### src/rtl/spi_pkg.sv
// Shared types and constants for the SPI register-access front end.
package spi_pkg;

  localparam int ADDR_W        = 7;
  localparam int REG_WIDTH_MAX = 32;
  localparam int SLAVE_W_MAX   = 8;

  localparam logic RW_READ  = 1'b1;
  localparam logic RW_WRITE = 1'b0;

  typedef enum logic [1:0] {
    IDLE,
    XFER,
    RESP
  } state_t;

  // Request as latched at acceptance; unused upper wdata/slave bits stay zero.
  typedef struct packed {
    logic                     rw;
    logic [ADDR_W-1:0]        addr;
    logic [REG_WIDTH_MAX-1:0] wdata;
    logic [SLAVE_W_MAX-1:0]   slave;
  } spi_req_t;

  // Frame length in bytes: one command byte plus the register payload.
  function automatic int nbytes(input int reg_width);
    return 1 + reg_width / 8;
  endfunction

endpackage

### src/rtl/axis_if.sv
// Minimal AXI-Stream byte channel with producer/consumer views.
interface axis_if #(
  parameter int DATA_WIDTH = 8
) ();

  logic                  tvalid;
  logic                  tready;
  logic [DATA_WIDTH-1:0] tdata;
  logic                  tlast;

  modport master (output tvalid, output tdata, output tlast, input tready);
  modport slave  (input tvalid, input tdata, input tlast, output tready);

endinterface

### src/rtl/spi_frame_ser.sv
// Serialises one register request into a command byte plus payload bytes,
// MSB first, with tlast on the final byte.
module spi_frame_ser
  import spi_pkg::*;
#(
  parameter int REG_WIDTH = 16,
  parameter int CNT_W     = 2
) (
  input  logic     clk_i,
  input  logic     arstn_i,
  input  logic     load_i,
  input  logic     abort_i,
  input  spi_req_t req_i,
  axis_if.master   m_axis
);

  localparam int NB = nbytes(REG_WIDTH);

  logic [REG_WIDTH-1:0] payload_reg;
  logic [CNT_W-1:0]     tx_cnt_reg;
  logic                 tvalid_reg;
  logic                 tlast_reg;
  logic [7:0]           tdata_reg;
  logic                 tx_hs;
  logic                 unused_req_bits;

  assign tx_hs = tvalid_reg && m_axis.tready;

  // Slave select and the payload bits above REG_WIDTH are consumed by the parent.
  assign unused_req_bits = ^{req_i.slave, req_i.wdata};

  // Byte sequencer: load presents byte 0 next cycle, each handshake advances.
  always_ff @(posedge clk_i or negedge arstn_i) begin
    if (!arstn_i) begin
      payload_reg <= '0;
      tx_cnt_reg  <= '0;
      tvalid_reg  <= 1'b0;
      tlast_reg   <= 1'b0;
      tdata_reg   <= 8'h00;
    end else if (abort_i) begin
      // Timeout abort: a pending unaccepted byte is withdrawn.
      tvalid_reg <= 1'b0;
      tlast_reg  <= 1'b0;
    end else if (load_i) begin
      tdata_reg   <= {req_i.rw, req_i.addr};
      payload_reg <= (req_i.rw == RW_READ) ? '0 : req_i.wdata[REG_WIDTH-1:0];
      tvalid_reg  <= 1'b1;
      tlast_reg   <= 1'b0;
      tx_cnt_reg  <= '0;
    end else if (tx_hs) begin
      tx_cnt_reg <= tx_cnt_reg + CNT_W'(1);
      if (tlast_reg) begin
        tvalid_reg <= 1'b0;
        tlast_reg  <= 1'b0;
      end else begin
        tdata_reg   <= payload_reg[REG_WIDTH-1 -: 8];
        payload_reg <= payload_reg << 8;
        tlast_reg   <= (tx_cnt_reg == CNT_W'(NB - 2));
      end
    end
  end

  assign m_axis.tvalid = tvalid_reg;
  assign m_axis.tdata  = tdata_reg;
  assign m_axis.tlast  = tlast_reg;

endmodule

### src/rtl/spi_reg_access.sv
// Register transaction front end for an AXIS SPI master: frames the request,
// collects the returned MISO bytes and issues one response per request.
module spi_reg_access
  import spi_pkg::*;
#(
  parameter int DATA_WIDTH = 8,
  parameter int REG_WIDTH  = 16,
  parameter int SLAVE_NUM  = 2,
  parameter int TIMEOUT    = 4096
) (
  input  logic                         clk_i,
  input  logic                         arstn_i,
  input  logic                         req_valid_i,
  output logic                         req_ready_o,
  input  logic                         req_rw_i,
  input  logic [6:0]                   req_addr_i,
  input  logic [REG_WIDTH-1:0]         req_wdata_i,
  input  logic [$clog2(SLAVE_NUM)-1:0] req_slave_i,
  output logic                         resp_valid_o,
  input  logic                         resp_ready_i,
  output logic [REG_WIDTH-1:0]         resp_rdata_o,
  output logic                         resp_err_o,
  output logic [$clog2(SLAVE_NUM)-1:0] spi_addr_o,
  axis_if.master                       m_axis,
  axis_if.slave                        s_axis
);

  localparam int NB    = nbytes(REG_WIDTH);
  localparam int CNT_W = $clog2(NB + 1);
  localparam int TO_W  = $clog2(TIMEOUT);

  state_t                      state_reg;
  logic                        req_ready_reg;
  logic                        resp_valid_reg;
  logic                        resp_err_reg;
  logic [REG_WIDTH-1:0]        resp_rdata_reg;
  logic [REG_WIDTH-1:0]        rdata_reg;
  logic [$clog2(SLAVE_NUM)-1:0] spi_addr_reg;
  logic [CNT_W-1:0]            rx_cnt_reg;
  logic [TO_W-1:0]             to_cnt_reg;

  logic                              load;
  logic                              abort;
  logic                              m_hs;
  logic                              s_hs;
  logic [REG_WIDTH+DATA_WIDTH-1:0]   rx_shift;
  spi_req_t                          req_s;
  logic                              unused_tlast;

  assign m_hs     = m_axis.tvalid && m_axis.tready;
  assign s_hs     = s_axis.tvalid;
  assign load     = (state_reg == IDLE) && req_valid_i && req_ready_reg;
  assign abort    = (state_reg == XFER) && !m_hs && !s_hs &&
                    (to_cnt_reg == TO_W'(TIMEOUT - 1));
  assign rx_shift = {rdata_reg, s_axis.tdata};

  // The SPI master's end-of-frame marker carries no information here.
  assign unused_tlast = s_axis.tlast;

  assign req_s.rw    = req_rw_i;
  assign req_s.addr  = req_addr_i;
  assign req_s.wdata = REG_WIDTH_MAX'(req_wdata_i);
  assign req_s.slave = SLAVE_W_MAX'(req_slave_i);

  spi_frame_ser #(
    .REG_WIDTH (REG_WIDTH),
    .CNT_W     (CNT_W)
  ) u_ser (
    .clk_i   (clk_i),
    .arstn_i (arstn_i),
    .load_i  (load),
    .abort_i (abort),
    .req_i   (req_s),
    .m_axis  (m_axis)
  );

  // Transaction FSM: accept, run the frame with rx assembly and timeout, respond.
  always_ff @(posedge clk_i or negedge arstn_i) begin
    if (!arstn_i) begin
      state_reg      <= IDLE;
      req_ready_reg  <= 1'b1;
      resp_valid_reg <= 1'b0;
      resp_err_reg   <= 1'b0;
      resp_rdata_reg <= '0;
      rdata_reg      <= '0;
      spi_addr_reg   <= '0;
      rx_cnt_reg     <= '0;
      to_cnt_reg     <= '0;
    end else begin
      case (state_reg)
        IDLE: begin
          if (load) begin
            state_reg     <= XFER;
            req_ready_reg <= 1'b0;
            spi_addr_reg  <= req_slave_i;
            rx_cnt_reg    <= '0;
            to_cnt_reg    <= '0;
            rdata_reg     <= '0;
          end
        end
        XFER: begin
          if (m_hs || s_hs) begin
            to_cnt_reg <= '0;
          end else begin
            to_cnt_reg <= to_cnt_reg + TO_W'(1);
          end
          if (s_hs) begin
            rx_cnt_reg <= rx_cnt_reg + CNT_W'(1);
            // Byte 0 arrives while the command byte is shifted out; drop it.
            if (rx_cnt_reg != '0) begin
              rdata_reg <= rx_shift[REG_WIDTH-1:0];
            end
            if (rx_cnt_reg == CNT_W'(NB - 1)) begin
              state_reg      <= RESP;
              resp_valid_reg <= 1'b1;
              resp_err_reg   <= 1'b0;
              resp_rdata_reg <= rx_shift[REG_WIDTH-1:0];
            end
          end else if (abort) begin
            state_reg      <= RESP;
            resp_valid_reg <= 1'b1;
            resp_err_reg   <= 1'b1;
            resp_rdata_reg <= rdata_reg;
          end
        end
        RESP: begin
          if (resp_ready_i) begin
            state_reg      <= IDLE;
            resp_valid_reg <= 1'b0;
            req_ready_reg  <= 1'b1;
          end
        end
        default: state_reg <= IDLE;
      endcase
    end
  end

  assign req_ready_o   = req_ready_reg;
  assign resp_valid_o  = resp_valid_reg;
  assign resp_err_o    = resp_err_reg;
  assign resp_rdata_o  = resp_rdata_reg;
  assign spi_addr_o    = spi_addr_reg;
  assign s_axis.tready = 1'b1;

endmodule

### src/flat_wrapper.sv
// flat-port wrapper written by rule: the top's interface ports become plain ports
module spi_reg_access_flat import spi_pkg::*;
#(
  parameter int DATA_WIDTH = 8,
  parameter int REG_WIDTH  = 16,
  parameter int SLAVE_NUM  = 2,
  parameter int TIMEOUT    = 4096
)
  (clk_i, arstn_i, req_valid_i, req_ready_o, req_rw_i, req_addr_i, req_wdata_i, req_slave_i, resp_valid_o, resp_ready_i, resp_rdata_o, resp_err_o, spi_addr_o, m_axis_tvalid, m_axis_tdata, m_axis_tlast, m_axis_tready, s_axis_tvalid, s_axis_tdata, s_axis_tlast, s_axis_tready);
  axis_if #(.DATA_WIDTH(DATA_WIDTH)) m_axis_i ();
  axis_if #(.DATA_WIDTH(DATA_WIDTH)) s_axis_i ();
  input  logic clk_i;
  input  logic arstn_i;
  input  logic req_valid_i;
  output logic req_ready_o;
  input  logic req_rw_i;
  input  logic [6:0] req_addr_i;
  input  logic [REG_WIDTH-1:0] req_wdata_i;
  input  logic [$clog2(SLAVE_NUM)-1:0] req_slave_i;
  output logic resp_valid_o;
  input  logic resp_ready_i;
  output logic [REG_WIDTH-1:0] resp_rdata_o;
  output logic resp_err_o;
  output logic [$clog2(SLAVE_NUM)-1:0] spi_addr_o;
  output wire logic [$bits(m_axis_i.tvalid)-1:0] m_axis_tvalid;
  output wire logic [$bits(m_axis_i.tdata)-1:0] m_axis_tdata;
  output wire logic [$bits(m_axis_i.tlast)-1:0] m_axis_tlast;
  input wire logic [$bits(m_axis_i.tready)-1:0] m_axis_tready;
  input wire logic [$bits(s_axis_i.tvalid)-1:0] s_axis_tvalid;
  input wire logic [$bits(s_axis_i.tdata)-1:0] s_axis_tdata;
  input wire logic [$bits(s_axis_i.tlast)-1:0] s_axis_tlast;
  output wire logic [$bits(s_axis_i.tready)-1:0] s_axis_tready;
  assign m_axis_tvalid = m_axis_i.tvalid;
  assign m_axis_tdata = m_axis_i.tdata;
  assign m_axis_tlast = m_axis_i.tlast;
  assign m_axis_i.tready = m_axis_tready;
  assign s_axis_i.tvalid = s_axis_tvalid;
  assign s_axis_i.tdata = s_axis_tdata;
  assign s_axis_i.tlast = s_axis_tlast;
  assign s_axis_tready = s_axis_i.tready;
  spi_reg_access #(.DATA_WIDTH(DATA_WIDTH), .REG_WIDTH(REG_WIDTH), .SLAVE_NUM(SLAVE_NUM), .TIMEOUT(TIMEOUT)) u_core (.clk_i(clk_i), .arstn_i(arstn_i), .req_valid_i(req_valid_i), .req_ready_o(req_ready_o), .req_rw_i(req_rw_i), .req_addr_i(req_addr_i), .req_wdata_i(req_wdata_i), .req_slave_i(req_slave_i), .resp_valid_o(resp_valid_o), .resp_ready_i(resp_ready_i), .resp_rdata_o(resp_rdata_o), .resp_err_o(resp_err_o), .spi_addr_o(spi_addr_o), .m_axis(m_axis_i), .s_axis(s_axis_i));
endmodule
### config.mk
export PLATFORM = sky130hd
export DESIGN_NAME = spi_reg_access_flat
export DESIGN_NICKNAME = d
export VERILOG_FILES = /design/src/rtl/spi_pkg.sv /design/src/rtl/axis_if.sv /design/src/rtl/spi_frame_ser.sv /design/src/rtl/spi_reg_access.sv /design/src/flat_wrapper.sv
export SDC_FILE = /design/constraint.sdc
export NUM_CORES = 1
export LEC_CHECK = 0
export ABC_AREA = 1
export BUFFER_PORTS_ARGS = -buffer_cell sky130_fd_sc_hd__buf_4
export CORE_MARGIN = 4
export CORE_UTILIZATION = 56
export DETAILED_ROUTE_END_ITERATION = 10
export PLACE_DENSITY = 0.89
export SETUP_SLACK_MARGIN = 0.5
export SYNTH_ARGS = -nofsm -noshare
export SYNTH_HDL_FRONTEND = slang
export SYNTH_SLANG_ARGS = --single-unit
### constraint.sdc
create_clock -name clk_i -period 1.74 [get_ports clk_i]
set_input_delay 0.087 -clock clk_i [delete_from_list [all_inputs] [get_ports clk_i]]
set_output_delay 0.087 -clock clk_i [all_outputs]
set_load 0.02 [all_outputs]
# Yosys cells after proc, flatten, opt, wreduce, memory -nomap -nowiden
# Cells that the tools add are included.
# totals
regBits,80
out_inout_bits,31
elab_cells,106
inputBits,40
# classes
mux,46
n_bitwise,1
n_eq_ne,13
n_addsub,3
n_reduce_logical,29
# ops
op,n
16-bit two-way mux,10
16-bit case mux with 2 select lines,1
12-bit two-way mux,2
8-bit two-way mux,3
12-bit case mux with 2 select lines,1
2-bit two-way mux,9
1-bit two-way mux,16
"12-bit by 1-bit adder with 12-bit output, second input constant",1
"12-bit == test, second input constant",1
3-bit AND reduction,4
4-bit AND reduction,3
2-bit nonzero test,6
2-bit AND reduction,4
1-bit logical AND,6
"2-bit by 1-bit != test with 1-bit output, second input constant",3
"2-bit != test, second input constant",3
2-bit case mux with 3 select lines,1
3-bit nonzero test,2
"2-bit by 1-bit adder with 2-bit output, second input constant",2
"2-bit by 1-bit == test with 1-bit output, second input constant",2
"2-bit == test, second input constant",2
1-bit case mux with 2 select lines,2
2-bit case mux with 2 select lines,1
"3-bit by 2-bit != test with 1-bit output, second input constant",1
5 further kinds,6

# Longest topological paths before layout
# depth
depth_word,8
ltp_mapped,9
mapped_depth_nobuf,8

# Hierarchy
# From an unflattened synthesis, not the netlist that was laid out.
# unflattened
hier_cells,510
area_unflattened_um2,4092.7
# modules_own_cells
module,cells_per_inst,area_per_inst_um2,seq_area_each_um2,instances
spi_reg_access,313,2650.0,1302.5,1
spi_frame_ser,197,1442.6,700.7,1

# Least setup slack after synthesis
# No wires, ideal clock.
# synth_timing
path_kind,reg-to-reg
start,register u_core.to_cnt_reg[1]
end,"register u_core.resp_rdata_reg[11], in the netlist u_core.resp_rdata_o[11]"
path_slack_ps,271
required_ps,1667
setup_ps,73
t_arrival_ps,1396
synth_period_minus_slack_ps,1469
stages_incl_launch_ff,9
cell_sequence,dfrtp_1 ha_1 nand3_1 nor2_2 nand3_4 nand2_4 buf_8 nor2_1 a21oi_2
# synth_via
elab_chain_cells,4
# synth_lines
element,line_no,rtl
start: declaration,spi_reg_access.sv:40,logic [TO_W-1:0] to_cnt_reg;
start signal: assignment,spi_reg_access.sv:105,to_cnt_reg <= to_cnt_reg + TO_W'(1);
12-bit == test,spi_reg_access.sv:54,(to_cnt_reg == TO_W'(TIMEOUT - 1));
1-bit logical AND,spi_reg_access.sv:53,assign abort = (state_reg == XFER) && !m_hs && !s_hs &&
2-bit nonzero test (no line),--,
3-bit AND reduction (no line),--,
end signal: assignment,spi_reg_access.sv:117,resp_rdata_reg <= rx_shift[REG_WIDTH-1:0];
end signal: assignment,spi_reg_access.sv:123,resp_rdata_reg <= rdata_reg;
end: declaration,spi_reg_access.sv:36,logic [REG_WIDTH-1:0] resp_rdata_reg;
# No other way between the ends.
# A chain may end at the register's enable or synchronous reset.

# Worst setup path after layout
# layout_timing
start,register u_core.state_reg[0]
end,register u_core.rdata_reg[9]
# layout_via
elab_chain_cells,5
# layout_lines
element,line_no,rtl
start: declaration,spi_reg_access.sv:32,state_t state_reg;
start signal: assignment,spi_reg_access.sv:80,state_reg <= IDLE;
start signal: assignment,spi_reg_access.sv:93,state_reg <= XFER;
start signal: assignment,spi_reg_access.sv:114,state_reg <= RESP;
2-bit zero test,"spi_reg_access.sv:52, spi_reg_access.sv:90",
1-bit logical AND (2 in a row),spi_reg_access.sv:52,assign load = (state_reg == IDLE) && req_valid_i && req_ready_reg;
2-bit by 1-bit != test with 1-bit output (no line),--,
4-bit AND reduction (no line),--,
end signal: assignment,spi_reg_access.sv:111,rdata_reg <= rx_shift[REG_WIDTH-1:0];
end: declaration,spi_reg_access.sv:37,logic [REG_WIDTH-1:0] rdata_reg;
# Several ways; a longest one is shown, not always the timed one.

==> metrics.yaml <==
cts:
  h-tree-depth: 3
  cts_sinks: 80
  cts-buffers-inserted: 9
  worstSkewPairLatency_ns: 0.37
  ctsRootBufferMaster: "clkbuf_8"
  clk_path_buf_depth: 2
  cts_tree: "yes"
  clk_pin_slew_ns: 0.09
floorplanning:
  ios: 71
  core-area_um2: 6790
  die_h_um: 91.8
  rows: 30
  die_area_um2: 8420
  start_util_pct: 57.8
  die_w_um: 91.8
placement:
  hpwl_um: 6030
  place_ws_ns: 0.122
  portBuffers: 68
  gp_congestion: 0.864
global_route:
  grt_start_max_net_pins: 35
  gr-total-overflow: 0
  grt_pass1_vias: 3647
  grt_usage_pct: 26.5
  antenna_found_initial: 0
  grt_pass1_wl_um: 17600
layout:
  layout_common_cells: "buf_4 (90), nand2_1 (87), dfrtp_1 (76), inv_1 (30), dlygate4sd3_1 (27)"
  diodes: 0
  drive_above_1_share_pct: 46.9
  nets: 627
  final_common_cell: "buf_4"
  synthToLayoutAreaGrowth_pct: 55.8
timing:
  rsz0062_at_grt: "yes"
  post-route-min-period_ns: 1.58
  slew_violations: 0
  post-route-period-util_pct: 91.1
  fmax_mhz: 631
  setup_slack_ns: 0.155
  report.final.setup_viol: 0
  setup_tns_ns: 0
  fin_worst_skew_ns: 0.0124
  hold_violations: 0
pwr:
  pwr_density_cell_nw_per_um2: 1400
  vdd_drop_max_uv: 936
  p_leak_nw: 2.74
  finalPower_mw: 8.54
synth:
  synth_cell_types: 44
  synth_top_family_by_area: "simple AND/OR/NAND/NOR gates"
  ys_warn_count: 0
  ys.flop_type: "dfrtp_1"
  synth.area.mux_share_pct: 0
  synth_edf_count: 0
  syn_nets: 475
  synth-async-reset-ratio_pct: 100
  synthAdderAreaFrac_pct: 1.27
  synth-compound-area-share_pct: 18.9
  synth_seq_cells: 80
  synth_xor_area_share_pct: 0
  synth_area_um2: 3930
  synth_cells: 431
  yosys.area_share.simple_pct: 21.3
  synth_seq_area_share_pct: 51.0
  syn_avg_cell_area_um2: 9.12
setup_path:
  startpoint_type: "register"
  ff2ff_path_depth: 9
  slowest_stage: "dfrtp_1"
  criticalPathCategory: "reg2reg"
  crit_cells: 9
  crit_buf_inv: 2
  required_ns: 2.00
  worstPathCellList: "nor2_4, nand3_4, nand2_4, inv_8, nor2_8, buf_12, nand2_8, nand2_2, o21ai_2"
  worstSetupEndpointType: "register"
  arrival_ns: 1.84
  cp_max_fo: 8
  cpLargestDelayFamily: "simple AND/OR/NAND/NOR gates"
  critPathMaxStageDelay_ns: 0.44
drt:
  first_iter_violations: 373
  via_per_inst: 5.85
  met3RoutedLength_um: 979
  drc: 0
  wl_met1_um: 5140
  topRoutingLayerUsed: "met4"
  vias: 4003
  wl_met2_um: 7020
  wl_um: 13800
  wl_per_cell_um: 20.2
  dr.pass1.iters: 5
  ant_nets: 0
run_status:
  status: "finished clean"
min_path:
  hold_depth: 3
  min_path_type: "in2reg"
flow_run:
  max_cap_violations: 0
path summary, 6_finish.rpt:
check,from,to,slack (ns)
worst max-delay path,u_core.state_reg[0],u_core.rdata_reg[9],0.16
worst min-delay path,req_addr_i[0],u_core.u_ser.m_axis.tdata[0],0.005
worst max register to register,u_core.state_reg[0],u_core.rdata_reg[9],0.16
worst min register to register,u_core.u_ser.payload_reg[7],u_core.u_ser.payload_reg[7],0.50
max in group asynchronous,arstn_i,u_core.resp_rdata_o[14],0.93
min in group asynchronous,arstn_i,u_core.resp_err_o,0.19
per-layer routing:
layer	GRT usage, %	vias to the layer above
li1	-	1732
met1	33.1	1969
met2	44.9	236
met3	4.18	66
met4	12.5	0
met5	0	-
kinds of logic (layout without fill, tap and decap cells):
| family | after synthesis | count (layout) |
|---|---|---|
| AOI/OAI and AO/OA | 104 | 104 |
| and+or+nand+nor | 185 | 188 |
| buffers and inverters | 57 | 211 |
| DFF | 80 | 80 |
| other | 1 | 1 |
| adders and majority gates | 4 | 4 |
power by group:
part,internal [mW],total (mW),leakage (nW),switching (mW)
clock,0.553,1.28,0.0813,0.728
combinational,1.94,4.23,1.60,2.29
sequential,2.43,3.03,1.06,0.602
total,4.93,8.54,2.74,3.62
timing repair:
| action | CTS | global route |
|---|---|---|
| hold endpoints to repair | 53 | 1 |
| gates resized for setup | 41 | 97 |
| cloned | 6 | 6 |
| buffers inserted | 22 | 19 |
| setup endpoints to repair | 72 | 80 |
| pin swaps | 9 | 24 |
| hold buffers | 26 | 1 |
synthesized netlist by cell type, types with 2 or more instances:
| cell type | n | area share (%) |
|---|---|---|
| nand3_4 | 2 | 0.89 |
| dfrtp_1 | 79 | 50 |
| buf_4 | 4 | 0.76 |
| nor2_4 | 2 | 0.57 |
| inv_1 | 33 | 3.2 |
| a31oi_1 | 8 | 1.3 |
| clkbuf_1 | 5 | 0.48 |
| a21oi_2 | 14 | 3.1 |
| o21ai_1 | 5 | 0.64 |
| nor3_1 | 3 | 0.38 |
| nand2_2 | 2 | 0.32 |
| nor2_2 | 3 | 0.48 |
| a21oi_1 | 10 | 1.3 |
| o211ai_1 | 2 | 0.38 |
| a22o_1 | 8 | 1.8 |
| o21ai_0 | 19 | 2.4 |
| ha_1 | 4 | 1.3 |
| buf_6 | 6 | 1.7 |
| buf_2 | 3 | 0.38 |
| nand2_1 | 115 | 11 |
| o21a_1 | 9 | 1.7 |
| nor2_1 | 36 | 3.4 |
| nand4_1 | 7 | 1.1 |
| a22oi_1 | 7 | 1.3 |
| o21ai_2 | 16 | 3.6 |
| inv_2 | 2 | 0.19 |
| nand3_1 | 8 | 1.0 |
| nand2_4 | 3 | 0.86 |
tightest hold or removal path: cells and delay by family:
family	cells	cell delay [ns]
simple gates	1	0.06
buf+inv	1	0.11
compound gates	1	0.08
area by class of cell:
type | instances | area (um2)
Fill cell | 257 | 672
Multi-Input combinational cell | 297 | 2080
Clock buffer | 11 | 141
Clock inverter | 5 | 32.5
Timing Repair Buffer | 156 | 1570
Inverter | 37 | 165
Sequential cell | 80 | 2010
Timing Repair inverter | 2 | 13.8
Tap cell | 96 | 120
stage by stage:
step | util (%) | std cells | hold slack, ns | area [um2]
final | 90.1 | 684 | 0.00535 | 6120
after global routing | 90.1 | 684 | 0.00492 | 6120
after CTS | 81.1 | 658 | 0.000364 | 5510
after detailed placement | 68.3 | 588 | 0.0441 | 4640
after global placement | 68.3 | 588 | 0.0455 | 4640
after floorplan | - | 431 | -0.209 | 4050
Note: power is estimated with default switching activity, not from simulation.
